File: src/rtl/seg7_pkg.sv
// Shared constants for the seven-segment scan driver: dark pattern, active-low
// hex glyph table and digit-enable patterns.
package seg7_pkg;

  localparam int unsigned NUM_DIGITS = 4;

  localparam logic [6:0] SEG_DARK = 7'h7F;
  localparam logic [3:0] EN_DARK  = 4'hF;

  // Active-low {g,f,e,d,c,b,a} glyphs; entry 15 is first in the packed list.
  localparam logic [15:0][6:0] HEX_TABLE = {
    7'h0E, 7'h06, 7'h21, 7'h46, 7'h03, 7'h08, 7'h10, 7'h00,
    7'h78, 7'h02, 7'h12, 7'h19, 7'h30, 7'h24, 7'h79, 7'h40
  };

  function automatic logic [3:0] en_onehot_low(input logic [1:0] idx);
    return ~(4'b0001 << idx);
  endfunction

endpackage

File: src/rtl/hex7seg_decode.sv
// Combinational 4-bit nibble to active-low seven-segment glyph.
module hex7seg_decode
  import seg7_pkg::*;
(
  input  logic [3:0] nibble,
  output logic [6:0] seg
);

  assign seg = HEX_TABLE[nibble];

endmodule

File: src/rtl/seg7_scan_driver.sv
// Four-digit multiplexed seven-segment driver with frame-latched display word.
// Optional build macro SEG7_LEADING_ZERO_BLANK_EN darkens leading-zero digits.
module seg7_scan_driver
  import seg7_pkg::*;
#(
  parameter int DIV_MAX = 50000,
  parameter int DIV_W   = 16
) (
  input  logic        clk,
  input  logic        rst,
  input  logic [15:0] value,
  input  logic        value_vld,
  input  logic        blank,
  output logic [6:0]  seg,
  output logic [3:0]  en,
  output logic        frame_done
);

  localparam logic [DIV_W-1:0] DIV_LAST = DIV_W'(DIV_MAX - 1);

  logic [DIV_W-1:0] div_cnt;
  logic             tick;
  logic [1:0]       idx;
  logic             frame_bnd;
  logic [15:0]      pending;
  logic [15:0]      shadow;
  logic [3:0]       nibble;
  logic [6:0]       dec_seg;
  logic             digit_lit;

  // >= rather than == so a corrupted count still wraps.
  assign tick      = (div_cnt >= DIV_LAST);
  assign frame_bnd = tick && (idx == 2'd3);

  // NOTE: non-blocking assignments so every flop samples pre-edge values.
  always_ff @(posedge clk or posedge rst) begin
    if (rst) begin
      div_cnt <= '0;
      idx     <= 2'd0;
    end else if (tick) begin
      div_cnt <= '0;
      idx     <= idx + 2'd1;
    end else begin
      div_cnt <= div_cnt + 1'b1;
    end
  end

  // A strobe on the boundary bypasses pending so it is not lost for a frame.
  always_ff @(posedge clk or posedge rst) begin
    if (rst) begin
      pending    <= 16'h0000;
      shadow     <= 16'h0000;
      frame_done <= 1'b0;
    end else begin
      frame_done <= frame_bnd;
      if (value_vld) pending <= value;
      if (frame_bnd) shadow <= value_vld ? value : pending;
    end
  end

  // NOTE: every always_comb output gets a default first so no path infers a latch.
  always_comb begin
    nibble    = shadow[{idx, 2'b00} +: 4];
    digit_lit = 1'b1;
`ifdef SEG7_LEADING_ZERO_BLANK_EN
    digit_lit = (idx == 2'd0) || ((shadow >> {idx, 2'b00}) != 16'h0000);
`endif
  end

  hex7seg_decode u_decode (
    .nibble (nibble),
    .seg    (dec_seg)
  );

  always_ff @(posedge clk or posedge rst) begin
    if (rst) begin
      seg <= SEG_DARK;
      en  <= EN_DARK;
    end else if (blank || !digit_lit) begin
      seg <= SEG_DARK;
      en  <= EN_DARK;
    end else begin
      seg <= dec_seg;
      en  <= en_onehot_low(idx);
    end
  end

endmodule

File: config.mk
export PLATFORM = sky130hd
export DESIGN_NAME = seg7_scan_driver
export DESIGN_NICKNAME = d
export VERILOG_FILES = /design/src/rtl/seg7_pkg.sv /design/src/rtl/hex7seg_decode.sv /design/src/rtl/seg7_scan_driver.sv
export SDC_FILE = /design/constraint.sdc
export NUM_CORES = 1
export LEC_CHECK = 0
export ABC_AREA = 1
export BUFFER_PORTS_ARGS = -buffer_cell sky130_fd_sc_hd__buf_2
export CORE_ASPECT_RATIO = 0.7
export CORE_UTILIZATION = 35
export DETAILED_ROUTE_END_ITERATION = 10
export GPL_TIMING_DRIVEN = 0
export PLACE_DENSITY = 0.58
export SLEW_MARGIN = 30
export SYNTH_ARGS = -nofsm -noshare
export SYNTH_HDL_FRONTEND = slang
export SYNTH_SLANG_ARGS = --single-unit
File: constraint.sdc
create_clock -name clk -period 3.7 [get_ports clk]
set_input_delay 0.37 -clock clk [delete_from_list [all_inputs] [get_ports clk]]
set_output_delay 0.37 -clock clk [all_outputs]
set_load 0.02 [all_outputs]
; Word-level counts from Yosys, hierarchy flattened
; Memories as Yosys holds them, arrays and structs flattened.
; Cells that the tools add are included.
[classes]
div = 0
mux = 5
shifts = 2
n_reduce_logical = 1
addsub = 2
order_cmp = 2
eq_ne = 1
bitwise = 1
n_mul = 0
[ops]
columns = cell, count
row1 = two-way mux 16 bit, 2
row2 = adder 16 x 1 -> 16 bit (second input constant), 1
row3 = >= comparator 16 bit (second input constant), 1
row4 = indexed part select 16 x 5 -> 4 bit, 1
row5 = two-way mux 7 bit, 2
row6 = less-than comparator 4 x 5 -> 1 bit (second input constant), 1
row7 = two-way mux 4 bit, 1
row8 = NOT 4 bit, 1
row9 = << shifter 1 x 2 -> 4 bit (first input constant), 1
row10 = adder 2 x 1 -> 2 bit (second input constant), 1
row11 = == test 2 bit (second input constant), 1
row12 = logical AND 1 bit, 1
[word_totals]
word_cells = 22
n_memories = 1
romBits = 112
mem_bits_rw = 0
reg_bits = 62
latch_bits = 0
[memory_table]
columns = name, words, width, read_ports, rd_clocked_by_memory_dff, write_ports, line
row1 = (name not given), 16, 7, 1, 0, 0, hex7seg_decode.sv:9  ; assign seg = HEX_TABLE[nibble];

; Depth between registers and ports, before layout
; Gate-level depths: netlist of the first run.
[depth]
ltp_word = 4
mapped_depth = 11
ltp_nobuf = 10

; Hierarchy
; Synthesis of the first run repeated with hierarchy kept, for this count alone.
[hier_totals]
hier_cells = 334
hier_area_um2 = 2999.1
[modules_own_cells]
columns = module, area_each_um2, cells_each, n_inst, seq_area_each_um2
row1 = seg7_scan_driver, 2725.1, 285, 1, 1565.3
row2 = hex7seg_decode, 274.0, 49, 1, 0.0

; Worst setup path before layout of the first run
; Ideal clock, no wire load.
[synth_path]
kind = register -> register
startpoint = reg idx[0]
endpoint = reg seg[1]
required_ns = 3.623
setup_slack_ns = 2.177
setup_time_ns = 0.077
path_stages_with_launch = 11
t_arrival_ns = 1.446
synth_period_minus_slack_ns = 1.523
path_buffers = 1
cell_sequence = dfrtp_1 > buf_4 > inv_2 > nand2_1 > nand3_1 > nand2_1 > ha_1 > nand3_1 > nor2_1 > nor2_1 > nand2_1
[synth_between]
elab_chain_cells = 4
[synth_rtl]
columns = item, line
row1 = from (decl), seg7_scan_driver.sv:23  ; logic [1:0] idx;
row2 = from (signal assigned), seg7_scan_driver.sv:42  ; idx <= idx + 2'd1;
row3 = indexed part select 16 x 5 -> 4 bit, seg7_scan_driver.sv:63  ; nibble = shadow[{idx, 2'b00} +: 4];
row4 = memory read (16 x 7 bit), -
row5 = two-way mux 7 bit (implied by the code), hex7seg_decode.sv:9
row6 = two-way mux 7 bit, seg7_scan_driver.sv:79  ; end else if (blank || !digit_lit) begin
row7 = to (signal assigned), seg7_scan_driver.sv:83  ; seg <= dec_seg;
row8 = to (decl), seg7_scan_driver.sv:14  ; output logic [6:0] seg,
; Every way passes these cells. The select of a mux whose other input is x is not followed.
; A chain may end at the register's enable or synchronous reset.

; Worst setup path after layout of the first run
[layout_path]
startpoint = reg idx[0]
endpoint = reg seg[2]
; Same word-level chain as after synthesis.

==> flow_metrics.env, run 1 <==
export IMPL_clockRootBuffer="clkbuf_16"
export IMPL_rsz0062_at_grt="false"
export IMPL_yosysUniqueCellTypes=24
export IMPL_layout_drive_gt1_share=0.2350
export IMPL_fmax_mhz=539.2
export IMPL_detail_route_antenna_nets=0
export IMPL_yosysMostFrequentCell="nand2_1"
export IMPL_status="finished clean"
export IMPL_drtIter0Drc=104
export IMPL_grt_pass1_vias=2195
export IMPL_slew_headroom=0.7490
export IMPL_htree_levels=3
export IMPL_gr_total_overflow=0
export IMPL_numClockSinks=62
export IMPL_row_count=27
export IMPL_clock_path_buffers=2
export IMPL_final_hold_viol_count=0
export IMPL_gp_congestion=0.8568
export IMPL_portBuffers=30
export IMPL_reg2reg_to="seg[2]"
export IMPL_grt_max_degree=42
export IMPL_die_y_microns=79.29
export IMPL_finalSetupViolations=0
export IMPL_cp_max_fo=10
export IMPL_die_area_sq_um=8912
export IMPL_yosysTopAreaCell="dfrtp_1"
export IMPL_cap_violations=0
export IMPL_final_util=0.4461
export IMPL_whs_ns=0.000002387
export IMPL_synth_ff_latch_count=62
export IMPL_yosysSeqAreaShare=0.5241
export IMPL_cts_resized_gates=0
export IMPL_synthTopCellsByCount="nand2_1, dfrtp_1, nand3_1"
export IMPL_core_area_sq_um=8074
export IMPL_cp_end_kind="register"
export IMPL_worstRegToRegCells=10
export IMPL_chipWidth_microns=112.4
export IMPL_critPathArrivalTime_ns=2.10
export IMPL_synth_area_leaders="dfrtp_1, nand2_1, dfstp_2, nand3_1, mux2_2"
export IMPL_grt_usage=0.1610
export IMPL_period_share=0.5012
export IMPL_cts_hold_buf=0
export IMPL_syn_cell_area_sq_um=2987
export IMPL_synth_nets=367
export IMPL_yosys_warnings=0
export IMPL_synthToLayoutAreaGrowth_pct=20.61
export IMPL_startpoint_type="register"
export IMPL_rrSetupSlack_ns=1.85
export IMPL_finalClockSkew_ns=0.004209
export IMPL_placed_cell_area_sq_um=3286
export IMPL_initial_core_util=0.3699
export IMPL_total_leakage_power_uw=0.001771
export IMPL_syn_mean_instance_area_sq_um=8.889
export IMPL_power_density_nw_per_um2=462.4
export IMPL_worstSetupPathType="reg2reg"
export IMPL_antenna_found_initial=0
export IMPL_via_per_inst=4.682
export IMPL_synth_edf_count=0
export IMPL_layout_nets=409
export IMPL_grt_pass1_wl_microns=10800
export IMPL_cts_tree="done"
export IMPL_ios=32
export IMPL_period_needed_ns=1.855
export IMPL_insertion_delay_ns=0.32
export IMPL_wl_per_cell_microns=12.81
export IMPL_hold_path_class="in2async"
export IMPL_syn_inst=336
export IMPL_final_cell_area_sq_um=3602
export IMPL_dp_hpwl_microns=4506
export IMPL_power_uw=1666
export IMPL_vias=2266
export IMPL_first_pass_iters=4
export IMPL_setup_tns_final_ns=0
export IMPL_r2r_start="idx[0]"
export IMPL_drc=0
export IMPL_finalWirelength_microns=6202
export IMPL_post_cts_buffers=0
export IMPL_path_clk_slew_ns=0.05
export IMPL_antenna_diode_count=0
export IMPL_maxSlewViolCount=0
export IMPL_cp_required_ns=3.94
export IMPL_synth_flop_cell="dfrtp_1"
export IMPL_cts_buffers=9
export IMPL_async_reset_ff_frac=1.000
export IMPL_tightestPinTransition_ns=0.3736
export IMPL_synth_top_cell_area_share=0.4273
export IMPL_vdd_drop_max_mv=0.2281
==> sequential cells by signal, summed over array words and instances (netlist names) <==
signal,count
div_cnt,16
en,4
frame_done,1
idx,2
pending,16
seg,7
shadow,16
==> layout make-up <==
cell class	instances	area, sq um
fillers	801	4472
flip-flops and latches	62	1565
multi-input cells	233	1240
clock buffers	12	246.5
repair buffers	31	170.2
well taps	101	126.4
inverters	32	122.6
clock inverters	4	70.07
plain buffers	9	61.31
==> per-layer routing <==
layer  routed length, microns  vias up  GRT usage  part of all wire
li1                         -     1158          -                 -
met1                     3379     1032     0.2280              0.54
met2                     2419       69     0.2205              0.39
met3                      305        7    0.04885             0.049
met4                       97        0    0.08000             0.016
met5                        0        -          0                 0
==> cell usage in the layout (no fill, tap or decap) <==
cell type / netlist / final
inv_4: 0 / 1
nor3_1: 7 / 7
clkbuf_16: 0 / 9
nand2_1: 97 / 97
xor2_1: 3 / 3
nand4_1: 3 / 3
nand3_2: 2 / 2
clkbuf_1: 0 / 2
ha_1: 11 / 11
dfstp_2: 11 / 11
nor2_1: 32 / 32
nand2_4: 3 / 3
clkbuf_8: 0 / 1
o21bai_1: 1 / 1
o21ai_1: 1 / 1
mux2_2: 16 / 16
clkinv_2: 0 / 2
nand2_2: 1 / 1
clkinv_1: 1 / 1
nand3_1: 49 / 49
inv_2: 2 / 2
buf_12: 0 / 1
o211ai_1: 1 / 1
nand3b_1: 1 / 1
o21ai_0: 5 / 5
buf_2: 4 / 34
inv_1: 29 / 28
dfrtp_1: 51 / 51
buf_4: 4 / 4
bufinv_16: 0 / 2
buf_6: 1 / 1
==> worst max-delay path: stages, from the launching register on <==
cell      delay [ns]
dfrtp_1         0.40
buf_4           0.19
inv_2           0.10
nand2_1         0.09
nand3_1         0.07
nand2_1         0.20
inv_1           0.12
ha_1            0.23
inv_1           0.08
nand3_1         0.10
o211ai_1        0.19
==> power breakdown <==
group	switching (uW)	internal (uW)
logic	36.6	28.8
clock network	289	606
registers	4.21	701
==> through the flow <==
stage	instances	worst slack (ns)
after floorplan	336	1.807
after global placement	467	1.010
after detailed placement	468	1.876
after CTS	484	1.864
after global routing	484	1.607
final	484	1.845
==> kinds of logic (layout without fill, tap and decap cells) <==
| group | Yosys count | in the layout | share of synthesized area |
|---|---|---|---|
| flops | 62 | 62 | 0.5241 |
| mux | 16 | 16 | 0.06033 |
| fa+ha+maj | 11 | 11 | 0.04608 |
| xor+xnor | 3 | 3 | 0.008799 |
| compound gates | 8 | 8 | 0.01508 |
| simple gates | 195 | 195 | 0.2849 |
| buf+inv | 41 | 88 | 0.06074 |
==> worst max-delay path by stage <==
stage / from / to / cells after the start
2_1_floorplan: rst / div_cnt[0] / 1
3_3_place_gp: rst / pending[9] / 2
6_report: idx[0] / seg[2] / 10
3_5_place_dp: idx[0] / seg[2] / 10
4_1_cts: idx[0] / seg[2] / 10
5_1_grt: idx[0] / seg[2] / 10
Note: power is estimated with default switching activity, not from simulation.
==> inputs of run 2 (changes only) <==
Settings changed: PLACE_DENSITY 0.58 to 0.6.
Clock period 3.7 ns to 1.5 ns, I/O delays scaled along.
==> flow_metrics.env, run 2 (synthesis gave the netlist of run 1 again) <==
export IMPL_worstSetupPathType="reg2reg"
export IMPL_dr_wl_met3_microns=279
export IMPL_grt_pass1_vias=2307
export IMPL_status="finished with violations"
export IMPL_antenna_diode_count=0
export IMPL_portBuffers=30
export IMPL_numClockSinks=62
export IMPL_die_y_microns=79.29
export IMPL_die_area_sq_um=8912
export IMPL_vdd_drop_max_mv=0.5592
export IMPL_rsz0062_at_grt="true"
export IMPL_layout_drive_gt1_share=0.3981
export IMPL_dp_hpwl_microns=4379
export IMPL_finalClockSkew_ns=0.007830
export IMPL_drc=0
export IMPL_critPathMaxStageDelay_ns=0.40
export IMPL_setup_tns_final_ns=-0.3167
export IMPL_finalSetupViolations=7
export IMPL_most_common_layout_cells="nand2_1, dfrtp_1, nor2_1, nand3_1, buf_2"
export IMPL_final_hold_viol_count=0
export IMPL_power_density_nw_per_um2=909.8
export IMPL_ios=32
export IMPL_detail_route_antenna_nets=0
export IMPL_grt_pass1_wl_microns=11240
export IMPL_antenna_found_initial=0
export IMPL_row_count=27
export IMPL_gr_total_overflow=0
export IMPL_slowest_stage="dfrtp_1"
export IMPL_path_clk_slew_ns=0.05
export IMPL_synthToLayoutAreaGrowth_pct=39.00
export IMPL_startpoint_type="register"
export IMPL_period_share=1.047
export IMPL_top_layer="met4"
export IMPL_vias=2517
export IMPL_grt_usage=0.1636
export IMPL_dp_cells=469
export IMPL_wl_met1_microns=3647
export IMPL_violations="negative setup slack"
export IMPL_finalWirelength_microns=7157
export IMPL_wl_per_cell_microns=13.95
export IMPL_maxSlewViolCount=0
export IMPL_crit_family="flip-flops"
export IMPL_final_common_cell="nand2_1"
export IMPL_grt_max_degree=31
export IMPL_clockRootBuffer="clkbuf_16"
export IMPL_largest_registers="div_cnt x16, pending x16, shadow x16"
export IMPL_drtIter0Drc=123
export IMPL_layout_setup_ws_ns=-0.07098
export IMPL_met2_length_microns=3103
export IMPL_cp_cell_sequence="buf_6 -> inv_8 -> nand2_2 -> nand3_2 -> nand2_4 -> inv_4 -> ha_4 -> inv_2 -> nand3_2 -> o211ai_1"
export IMPL_via_per_inst=4.906
export IMPL_cap_violations=0
export IMPL_clock_path_buffers=2
export IMPL_initial_core_util=0.3699
export IMPL_hold_path_class="in2reg"
export IMPL_fmax_mhz=636.5
export IMPL_core_area_sq_um=8074
export IMPL_gp_congestion=0.8570
export IMPL_crit_buf_inv=4
export IMPL_cp_max_fo=7
export IMPL_period_needed_ns=1.571
export IMPL_htree_levels=3
export IMPL_nFillCells=717
export IMPL_insertion_delay_ns=0.33
export IMPL_first_pass_iters=4
export IMPL_layout_nets=438
export IMPL_cp_end_kind="register"
export IMPL_tightestPinTransition_ns=0.3768
export IMPL_slew_headroom=0.7468
export IMPL_crit_path_frequent_cell="nand3_2"
export IMPL_cts_tree="done"
export IMPL_layout_cells_non_filler=513
export IMPL_cts_buffers=9
export IMPL_cp_required_ns=1.75
export IMPL_critPathArrivalTime_ns=1.82
export IMPL_total_leakage_power_uw=0.001940
export IMPL_chipWidth_microns=112.4
-- run 2: cell count changes in the layout (fill, tap and decap cells not counted), sizes merged --
cell         change
clkbuf           +2
bufinv           -2
clkinvlp         +2
nand2            +1
clkinv           +1
inv              -1
buf             +25
dlygate4sd3      +1
-- run 2: layout make-up --
cell class | count | area [sq um] | share of cell area
plain buffers | 9 | 87.58 | 0.02110
clock buffers | 12 | 246.5 | 0.05937
clock inverters | 4 | 22.52 | 0.005425
inverters | 32 | 143.9 | 0.03466
multi-input cells | 234 | 1538 | 0.3704
flip-flops and latches | 62 | 1567 | 0.3773
well taps | 101 | 126.4 | 0.03044
repair buffers | 59 | 420.4 | 0.1013
-- run 2: power by group --
part / internal, uW / leakage [uW] / switching (uW)
Sequential: 1730 / 0.000692 / 11.3
Clock: 1150 / 0.000132 / 711
Combinational: 78.7 / 0.00112 / 93.2
-- run 2: worst register-to-register path, cell delays in order, from the launching register on --
cell and delay, ns:
dfrtp_1 0.40, buf_6 0.16, inv_8 0.05, nand2_2 0.06, nand3_2 0.10, nand2_4 0.16, inv_4 0.07, ha_4 0.17
inv_2 0.06, nand3_2 0.08, o211ai_1 0.18
-- run 2: per-layer routing --
layer | up-vias | track usage
met2 | 66 | 0.2354
met1 | 1210 | 0.2362
met4 | 0 | 0.05600
met3 | 12 | 0.04351
met5 | - | 0
li1 | 1229 | -
-- run 2: path summary, 6_finish.rpt --
check	start	slack, ns	cells past startpoint	endpoint
max	idx[0]	-0.07	10	seg[2]
min	blank	0.04	3	seg[1]
max reg2reg	idx[0]	-0.07	10	seg[2]
min reg2reg	shadow[3]	0.48	2	shadow[3]
max in group asynchronous	rst	0.60	5	pending[7]
min in group asynchronous	rst	0.29	3	div_cnt[5]
-- run 2: what timing repair did --
action / CTS / global route
hold buffers: 1 / 0
resized for setup: 19 / 62
pin swaps: 7 / 18
setup buffers: 13 / 11
endpoints found under the setup margin: 29 / 42
gates cloned: 2 / 1
endpoints found under the hold margin: 21 / 0
-- run 2: through the flow --
step	hold slack (ns)	setup slack (ns)	power [uW]	utilization	area, sq um
floorplan	0.2493	0.01487	1870	-	2995
global placement	0.3604	-0.2006	1924	0.4052	3272
detailed placement	0.08859	-0.2201	1942	0.4102	3312
CTS	0.02615	-0.01442	3824	0.4668	3769
global route	0.05496	-0.1310	3929	0.5142	4151
finish	0.04474	-0.07098	3777	0.5142	4151
==> inputs of run 3 (changes only) <==
Settings changed: REMOVE_ABC_BUFFERS from default to 1.
==> flow_metrics.env, run 3 (synthesis gave the netlist of run 1 again) <==
export IMPL_most_common_layout_cells="nand2_1, dfrtp_1, nand3_1"
export IMPL_worst_setup_path_startpoint="idx[0]"
export IMPL_reg2reg_to="seg[0]"
export IMPL_placed_cell_area_sq_um=3229
export IMPL_min_from="blank"
export IMPL_cp_end_kind="register"
export IMPL_htree_levels=3
export IMPL_grt_max_degree=42
export IMPL_gr_total_overflow=0
export IMPL_chipWidth_microns=112.4
export IMPL_cp_required_ns=1.75
export IMPL_ios=32
export IMPL_grt_pass1_vias=2369
export IMPL_slew_headroom=0.7355
export IMPL_rrSetupSlack_ns=-0.11
export IMPL_final_hold_viol_count=0
export IMPL_combPwrFrac=0.041
export IMPL_r2r_start="idx[0]"
export IMPL_seq_power_share=0.439
export IMPL_initial_core_util=0.3699
export IMPL_violations="negative setup slack"
export IMPL_period_share=1.076
export IMPL_power_density_nw_per_um2=939.4
export IMPL_final_common_cell="nand2_1"
export IMPL_drtIter0Drc=220
export IMPL_whs_ns=0.02941
export IMPL_path_clk_slew_ns=0.06
export IMPL_die_y_microns=79.29
export IMPL_layout_drive_gt1_share=0.4024
export IMPL_largest_registers="div_cnt x16, pending x16, shadow x16"
export IMPL_vdd_drop_max_mv=0.4978
export IMPL_layout_nets=441
export IMPL_worstRegToRegCells=10
export IMPL_swShare=0.2110
export IMPL_drc=0
export IMPL_dp_cells=460
export IMPL_clockRootBuffer="clkbuf_16"
export IMPL_place_ws_ns=-0.4405
export IMPL_wl_per_cell_microns=15.50
export IMPL_critPathArrivalTime_ns=1.86
export IMPL_gp_congestion=0.8810
export IMPL_portBuffers=31
export IMPL_p_sw_uw=836.1
export IMPL_die_area_sq_um=8912
export IMPL_clock_path_buffers=2
export IMPL_antenna_found_initial=0
export IMPL_final_util=0.5224
export IMPL_dp_hpwl_microns=4112
export IMPL_tightestPinTransition_ns=0.3968
export IMPL_internal_power_uw=3126
export IMPL_first_pass_iters=4
export IMPL_rsz0062_at_grt="true"
export IMPL_layout_setup_ws_ns=-0.1134
export IMPL_startpoint_type="register"
export IMPL_row_count=27
export IMPL_synthToLayoutAreaGrowth_pct=41.22
export IMPL_cp_max_fo=6
export IMPL_detail_route_antenna_nets=0
export IMPL_crit_path_end="seg[0]"
export IMPL_core_area_sq_um=8074
export IMPL_grt_usage=0.1708
export IMPL_cts_tree="done"
export IMPL_cap_violations=0
export IMPL_insertion_delay_ns=0.33
export IMPL_via_per_inst=5.047
export IMPL_maxSlewViolCount=0
export IMPL_vias=2604
export IMPL_status="finished with violations"
export IMPL_total_leakage_power_uw=0.001967
export IMPL_final_cell_area_sq_um=4218
export IMPL_worstSetupPathType="reg2reg"
export IMPL_grt_pass1_wl_microns=11700
export IMPL_finalWirelength_microns=7998
export IMPL_p_clk_frac=0.519
export IMPL_fmax_mhz=619.8
export IMPL_finalClockSkew_ns=0.008613
export IMPL_hold_path_class="in2reg"
export IMPL_layout_cells_non_filler=516
export IMPL_period_needed_ns=1.613
export IMPL_numClockSinks=62
export IMPL_cts_buffers=9
export IMPL_finalSetupViolations=7
export IMPL_antenna_diode_count=0
[run 3: layout make-up]
cell class | count | area, sq um
sequential | 62 | 1568
clock buffer | 12 | 246.5
clock inverter | 4 | 47.55
multi-input combinational | 239 | 1585
tap | 101 | 126.4
timing repair buffer | 66 | 511.7
fill | 674 | 3856
inverter | 32 | 132.6
[run 3: power by group through the flow]
stage | registers, uW | clock network, uW | logic (uW)
after floorplan | 1780 | 0 | 85.3
after global placement | 1770 | 0 | 153
after detailed placement | 1770 | 0 | 163
after CTS | 1740 | 2080 | 166
after global routing | 1740 | 2160 | 183
final | 1740 | 2060 | 164
[run 3: timing repair]
item / in CTS / in global routing
pin swaps: 9 / 18
gates resized for setup: 29 / 51
hold buffers: 1 / 0
buffers inserted: 15 / 18
gates cloned: 5 / 1
endpoints found under the setup margin: 31 / 26
endpoints found under the hold margin: 10 / 0
[run 3: metal layers]
layer  vias to the layer above  track usage  wire (microns)
li1                       1239            -               -
met1                      1254       0.2348            3696
met2                        96       0.2578            3657
met3                        15      0.04504             517
met4                         0      0.06533             126
met5                         -            0               0
[run 3: worst max-delay path, cell delays in order (launching register included)]
cell and delay [ns]:
dfrtp_2 0.46, inv_4 0.12, nand2_1 0.07, nand3_2 0.10
nand2_4 0.11, buf_6 0.15, ha_4 0.15, inv_2 0.07
nand3_1 0.10, nand3_1 0.11, nand3_1 0.08
[run 3: worst min-delay path by stage]
stage	endpoint	slack, ns	cells past startpoint
after floorplan	seg[1]	0.25	2
after global placement	seg[1]	0.37	3
after detailed placement	pending[13]	0.12	2
final	seg[1]	0.03	3
after CTS	seg[1]	0.03	3
after global routing	seg[1]	0.06	3
[run 3: per-stage QoR]
step	TNS, ns	total power, uW
after floorplan	-9.178	1861
after global placement	-60.16	1920
after detailed placement	-8.377	1932
after CTS	-0.04896	3988
after global routing	-0.8727	4084
final	-0.4235	3962
